File: src/rtl/reset_seq_ctrl.sv
// Reset sequencer: orders p_reset_n -> clk_enb -> s_reset_n after e_reset_n release,
// runs soft-reboot sequences on request and gates the RISC-V core reset.
module reset_seq_ctrl #(
  parameter int unsigned P_DLY  = 16,
  parameter int unsigned C_DLY  = 8,
  parameter int unsigned S_DLY  = 8,
  parameter int unsigned SR_DLY = 32
) (
  input  logic       clk,
  input  logic       e_reset_n,
  input  logic       soft_reboot_req,
  input  logic       cfg_riscv_rst_rel,
  input  logic       sw_riscv_rst_rel,
  output logic       p_reset_n,
  output logic       clk_enb,
  output logic       s_reset_n,
  output logic       cpu_rst_n,
  output logic [7:0] reboot_cnt,
  output logic [2:0] seq_state
);

  typedef enum logic [2:0] {
    PWR_RST  = 3'd0,
    CLK_WAIT = 3'd1,
    SYS_WAIT = 3'd2,
    ACTIVE   = 3'd3,
    SOFT_RST = 3'd4
  } state_t;

  localparam logic [7:0] P_LD  = 8'(P_DLY - 1);
  localparam logic [7:0] C_LD  = 8'(C_DLY - 1);
  localparam logic [7:0] S_LD  = 8'(S_DLY - 1);
  localparam logic [7:0] SR_LD = 8'(SR_DLY - 1);

  function automatic logic [7:0] sat_inc(input logic [7:0] v);
    return (v == 8'hFF) ? v : v + 8'd1;
  endfunction

  state_t     state;
  logic [7:0] cnt;
  logic [1:0] rst_sync;
  logic       rst_sync_n;
  logic       req_p0;
  logic       req_p1;
  logic       req_hist;
  logic       req_rise;

  assign rst_sync_n = rst_sync[1];
  assign seq_state  = state;

  // Reset synchronizer: asserts asynchronously, releases on the 2nd edge.
  always_ff @(posedge clk or negedge e_reset_n) begin
    if (!e_reset_n) rst_sync <= 2'b00;
    else            rst_sync <= {rst_sync[0], 1'b1};
  end

  // Request synchronizer stages p0 -> p1
  always_ff @(posedge clk or negedge e_reset_n) begin
    if (!e_reset_n) begin
      req_p0 <= 1'b0;
      req_p1 <= 1'b0;
    end else begin
      req_p0 <= soft_reboot_req;
      req_p1 <= req_p0;
    end
  end

  // History only advances in ACTIVE, so edges seen elsewhere are discarded and
  // a request already high at boot still fires once on the first ACTIVE cycle.
  assign req_rise = req_p1 & ~req_hist;

  always_ff @(posedge clk or negedge e_reset_n) begin
    if (!e_reset_n) begin
      state      <= PWR_RST;
      cnt        <= P_LD;
      p_reset_n  <= 1'b0;
      clk_enb    <= 1'b0;
      s_reset_n  <= 1'b0;
      cpu_rst_n  <= 1'b0;
      reboot_cnt <= 8'd0;
      req_hist   <= 1'b0;
    end else if (!rst_sync_n) begin
      state      <= PWR_RST;
      cnt        <= P_LD;
      p_reset_n  <= 1'b0;
      clk_enb    <= 1'b0;
      s_reset_n  <= 1'b0;
      cpu_rst_n  <= 1'b0;
      reboot_cnt <= 8'd0;
      req_hist   <= 1'b0;
    end else begin
      cpu_rst_n <= 1'b0;
      case (state)
        PWR_RST: begin
          if (cnt == 8'd0) begin
            state     <= CLK_WAIT;
            cnt       <= C_LD;
            p_reset_n <= 1'b1;
          end else begin
            cnt <= cnt - 8'd1;
          end
        end
        CLK_WAIT: begin
          if (cnt == 8'd0) begin
            state   <= SYS_WAIT;
            cnt     <= S_LD;
            clk_enb <= 1'b1;
          end else begin
            cnt <= cnt - 8'd1;
          end
        end
        SYS_WAIT: begin
          if (cnt == 8'd0) begin
            state     <= ACTIVE;
            cnt       <= 8'd0;
            s_reset_n <= 1'b1;
          end else begin
            cnt <= cnt - 8'd1;
          end
        end
        ACTIVE: begin
          req_hist <= req_p1;
          if (req_rise) begin
            state     <= SOFT_RST;
            cnt       <= SR_LD;
            s_reset_n <= 1'b0;
            clk_enb   <= 1'b0;
          end else begin
            cpu_rst_n <= s_reset_n & (cfg_riscv_rst_rel | sw_riscv_rst_rel);
          end
        end
        SOFT_RST: begin
          if (cnt == 8'd0) begin
            state      <= CLK_WAIT;
            cnt        <= C_LD;
            reboot_cnt <= sat_inc(reboot_cnt);
          end else begin
            cnt <= cnt - 8'd1;
          end
        end
        default: begin
          state      <= PWR_RST;
          cnt        <= P_LD;
          p_reset_n  <= 1'b0;
          clk_enb    <= 1'b0;
          s_reset_n  <= 1'b0;
          reboot_cnt <= 8'd0;
        end
      endcase
    end
  end

endmodule
File: config.mk
export PLATFORM = sky130hd
export DESIGN_NAME = reset_seq_ctrl
export DESIGN_NICKNAME = d
export VERILOG_FILES = /design/src/rtl/reset_seq_ctrl.sv
export SDC_FILE = /design/constraint.sdc
export NUM_CORES = 1
export LEC_CHECK = 0
export BUFFER_PORTS_ARGS = -buffer_cell sky130_fd_sc_hd__clkbuf_2
export CAP_MARGIN = 20
export CORE_ASPECT_RATIO = 1.1
export CORE_MARGIN = 5
export CORE_UTILIZATION = 50
export DETAILED_ROUTE_END_ITERATION = 10
export PLACE_DENSITY = 0.8
export SYNTH_ARGS = -nofsm -noshare
export SYNTH_HDL_FRONTEND = slang
export SYNTH_SLANG_ARGS = --single-unit
export TNS_END_PERCENT = 5
File: constraint.sdc
create_clock -name clk -period 1.7 [get_ports clk]
set_input_delay 0.34 -clock clk [delete_from_list [all_inputs] [get_ports clk]]
set_output_delay 0.34 -clock clk [all_outputs]
set_load 0.005 [all_outputs]
==> results.yml <==
status:
  status: "complete, no violations"
worst_setup_path:
  path_max_fanout: 5
  cp_slowest_cell: "dfrtp_2"
  cp.buffers_inverters: 0
  crit_path_end_kind: "flip-flop"
  setup.worst_path.class: "flip-flop to flip-flop"
  start_kind: "flip-flop"
  path_delay_family: "simple AND/OR/NAND/NOR gates"
  required_ns: 1.93
  cp_cell_sequence: "nor4_4, nand3_4, o311a_1, a211o_1"
  arrival_ns: 1.92
  slowest_delay_ns: 0.46
route:
  antenna_left: 0
  wl_mm: 3.78
  wl_per_cell_um: 16.0
  viasPerCell: 5.95
  drc_errors: 0
  drtPass1Iterations: 4
  first_iter_violations: 129
  vias: 1405
run:
  drv_cap: 0
power_and_ir_drop:
  leakage_nw: 0.917
  power_density_mw_per_mm2: 565
  max-vdd-ir-drop_uv: 441
final_layout:
  drive_gt1_share_pct: 36.9
  n_antenna_cell: 0
  syn2layout_area_growth_pct: 29.5
  finalNonFillerCells: 236
  finish.instance_area_mm2: 0.00195
  final_nets: 212
grt:
  grt_max_degree: 29
  grt_pass1_vias: 1419
  overflow: 0
  grt_pass1_wl_mm: 6.35
  antenna_found_initial: 0
  grtUsageTotal_pct: 18.9
clock_tree:
  cts_hold_buf: 0
  h-tree-depth: 1
  clock_latency_ns: 0.33
  cts.sinks: 28
  numCtsBuffers: 3
  cts_buffer_depth: 2
  path_clk_slew_ns: 0.15
  cts_tree: "built"
  cts_root_buf: "clkbuf_4"
place:
  globalplace.congestion: 0.980
  place_inst: 226
  place_area_mm2: 0.00175
  post-dp-hpwl_mm: 2.63
  numPortBuffers: 19
  dp_slack_ns: -0.0287
floorplanning:
  core.rowCount: 20
  dieHeight_um: 67.5
  core_area_mm2: 0.00283
  initial_utilization_pct: 53.1
  ioPinCount: 20
  die-area_mm2: 0.00420
  die_w_um: 62.3
yosys:
  avgSynthCellArea_um2: 9.22
  async_reset_ff_share_pct: 100
  synth_ff_type: "dfrtp_1"
  ys_types: 44
  yosys_warnings: 0
  yosysTopAreaCell: "dfrtp_1"
  ys_seq_elements: 28
  syn_inst: 163
  synth_top_area_share_pct: 40.0
  yosysSeqAreaShare_pct: 47.0
  synth_edf_count: 0
  netlist_area_mm2: 0.00150
  syn_nets: 171
  synthTopCellsByArea: "dfrtp_1 (40%), dfstp_2 (7.0%), nor2_1 (4.2%), a31oi_1 (3.7%), o21ai_0 (3.7%)"
timing:
  hold_viol: 0
  tightest_slew_ns: 0.687
  max_slew_margin_pct: 54.2
  timing.final.crit_share_pct: 99.4
  setup_slack_ns: 0.0103
  finalSetupViolCount: 0
  skew_ns: 0.00926
  rsz0062_at_grt: "yes"
  finalCriticalPeriod_ns: 1.69
  timing.fmax_mhz: 592
  final-max-slew-violation-count: 0
  hold_ws_ns: 0.0126
hold_path:
  min-delay-path-class: "primary input to asynchronous set/reset pin"
## through the flow
step / power [mW] / setup TNS, ns / util, %
final: 1.10 / 0 / 68.8
after global routing: 1.16 / -0.634 / 68.8
after CTS: 1.11 / -0.00145 / 63.6
after detailed placement: 0.776 / -0.0733 / 61.7
after global placement: 0.770 / 0 / 61.7
after floorplan: 0.740 / 0 / -
## path summary, 6_finish.rpt
check                                           start  slack, ns                   endpoint  cells past startpoint
min in group clk                      soft_reboot_req       0.11           req_p0$_DFF_PN0_                      1
worst min register to register  rst_sync[0]$_DFF_PN0_       0.37      rst_sync[1]$_DFF_PN0_                      0
worst max register to register     cnt[5]$_DFFE_PN0P_       0.01  reboot_cnt[5]$_DFFE_PN0P_                      4
worst max-delay path               cnt[5]$_DFFE_PN0P_       0.01  reboot_cnt[5]$_DFFE_PN0P_                      4
worst min-delay path                        e_reset_n       0.01  reboot_cnt[1]$_DFFE_PN0P_                      1
max in group asynchronous                   e_reset_n       1.22         cnt[5]$_DFFE_PN0P_                      1
## report_power, final
group | switching, mW | internal, mW
sequential | 0.00949 | 0.683
clock | 0.194 | 0.131
combinational | 0.0496 | 0.0307
total | 0.253 | 0.845
## kinds of logic after synthesis
| family | after synthesis | share of synthesized area [%] |
|---|---|---|
| adders and majority gates | 4 | 3.25 |
| muxes | 1 | 0.749 |
| and+or+nand+nor | 66 | 23.2 |
| buffers and inverters | 16 | 4.66 |
| other | 1 | 0.250 |
| AOI/OAI and AO/OA | 46 | 20.3 |
| xor gates and xnor gates | 1 | 0.583 |
| DFF | 28 | 47.0 |
## final cells by class
cell class / count / area, µm²
Multi-Input combinational cell: 119 / 837
Tap cell: 33 / 41.3
Inverter: 7 / 26.3
Timing Repair Buffer: 45 / 298
Sequential cell: 28 / 707
Clock buffer: 4 / 36.3
Fill cell: 222 / 882
## cell usage in the layout, fill, tap and decap left out, types with 6 or more instances in the layout
cell | netlist | final
nand2_1 | 13 | 13
nor2_1 | 17 | 14
clkbuf_2 | 0 | 19
a31oi_1 | 9 | 9
o21ai_0 | 11 | 8
a21oi_1 | 6 | 6
dfrtp_1 | 24 | 23
inv_1 | 7 | 7
nand3_1 | 6 | 6
buf_4 | 1 | 24
## worst reg2reg max path, delay by kind of cell, from the launching register on
kind	cells	cell delay, ns
compound gates	2	0.54
simple gates	2	0.58
flops	1	0.46
## cell usage after synthesis (2+ instances only)
cell type  number
clkbuf_1        3
nand2_1        13
dfstp_2         4
ha_1            3
nand3_1         6
a31oi_1         9
inv_1           7
a21oi_1         6
o21ai_0        11
nor3_1          7
dfrtp_1        24
nor4_1          3
a21o_1          2
a21boi_0        3
nand2b_1        4
and3_1          4
nor2b_1         3
o21bai_1        2
nand4_1         2
nor2_1         17
buf_2           5
a22o_1          2
a211oi_1        2
## routing by layer
metal	global-route usage [%]	up-vias	routed length, µm
li1	-	667	-
met2	33.0	51	1890
met5	0	-	0
met4	9.55	0	75
met1	21.8	677	1590
met3	4.33	10	218
## state kept, by name (all words and copies together) (netlist names)
name and cells:
s_reset_n 1, req_p0 1, req_p1 1, p_reset_n 1, reboot_cnt 8, rst_sync 2, clk_enb 1, seq_state 3
cpu_rst_n 1, cnt 8, req_hist 1
## timing repair
action,in CTS,in global routing
pin swaps,2,18
gates cloned,0,0
gates resized for setup,5,25
endpoints found under the hold margin,0,0
endpoints found under the setup margin,7,18
setup buffers,0,6
Note: power is estimated with default switching activity, not from simulation.
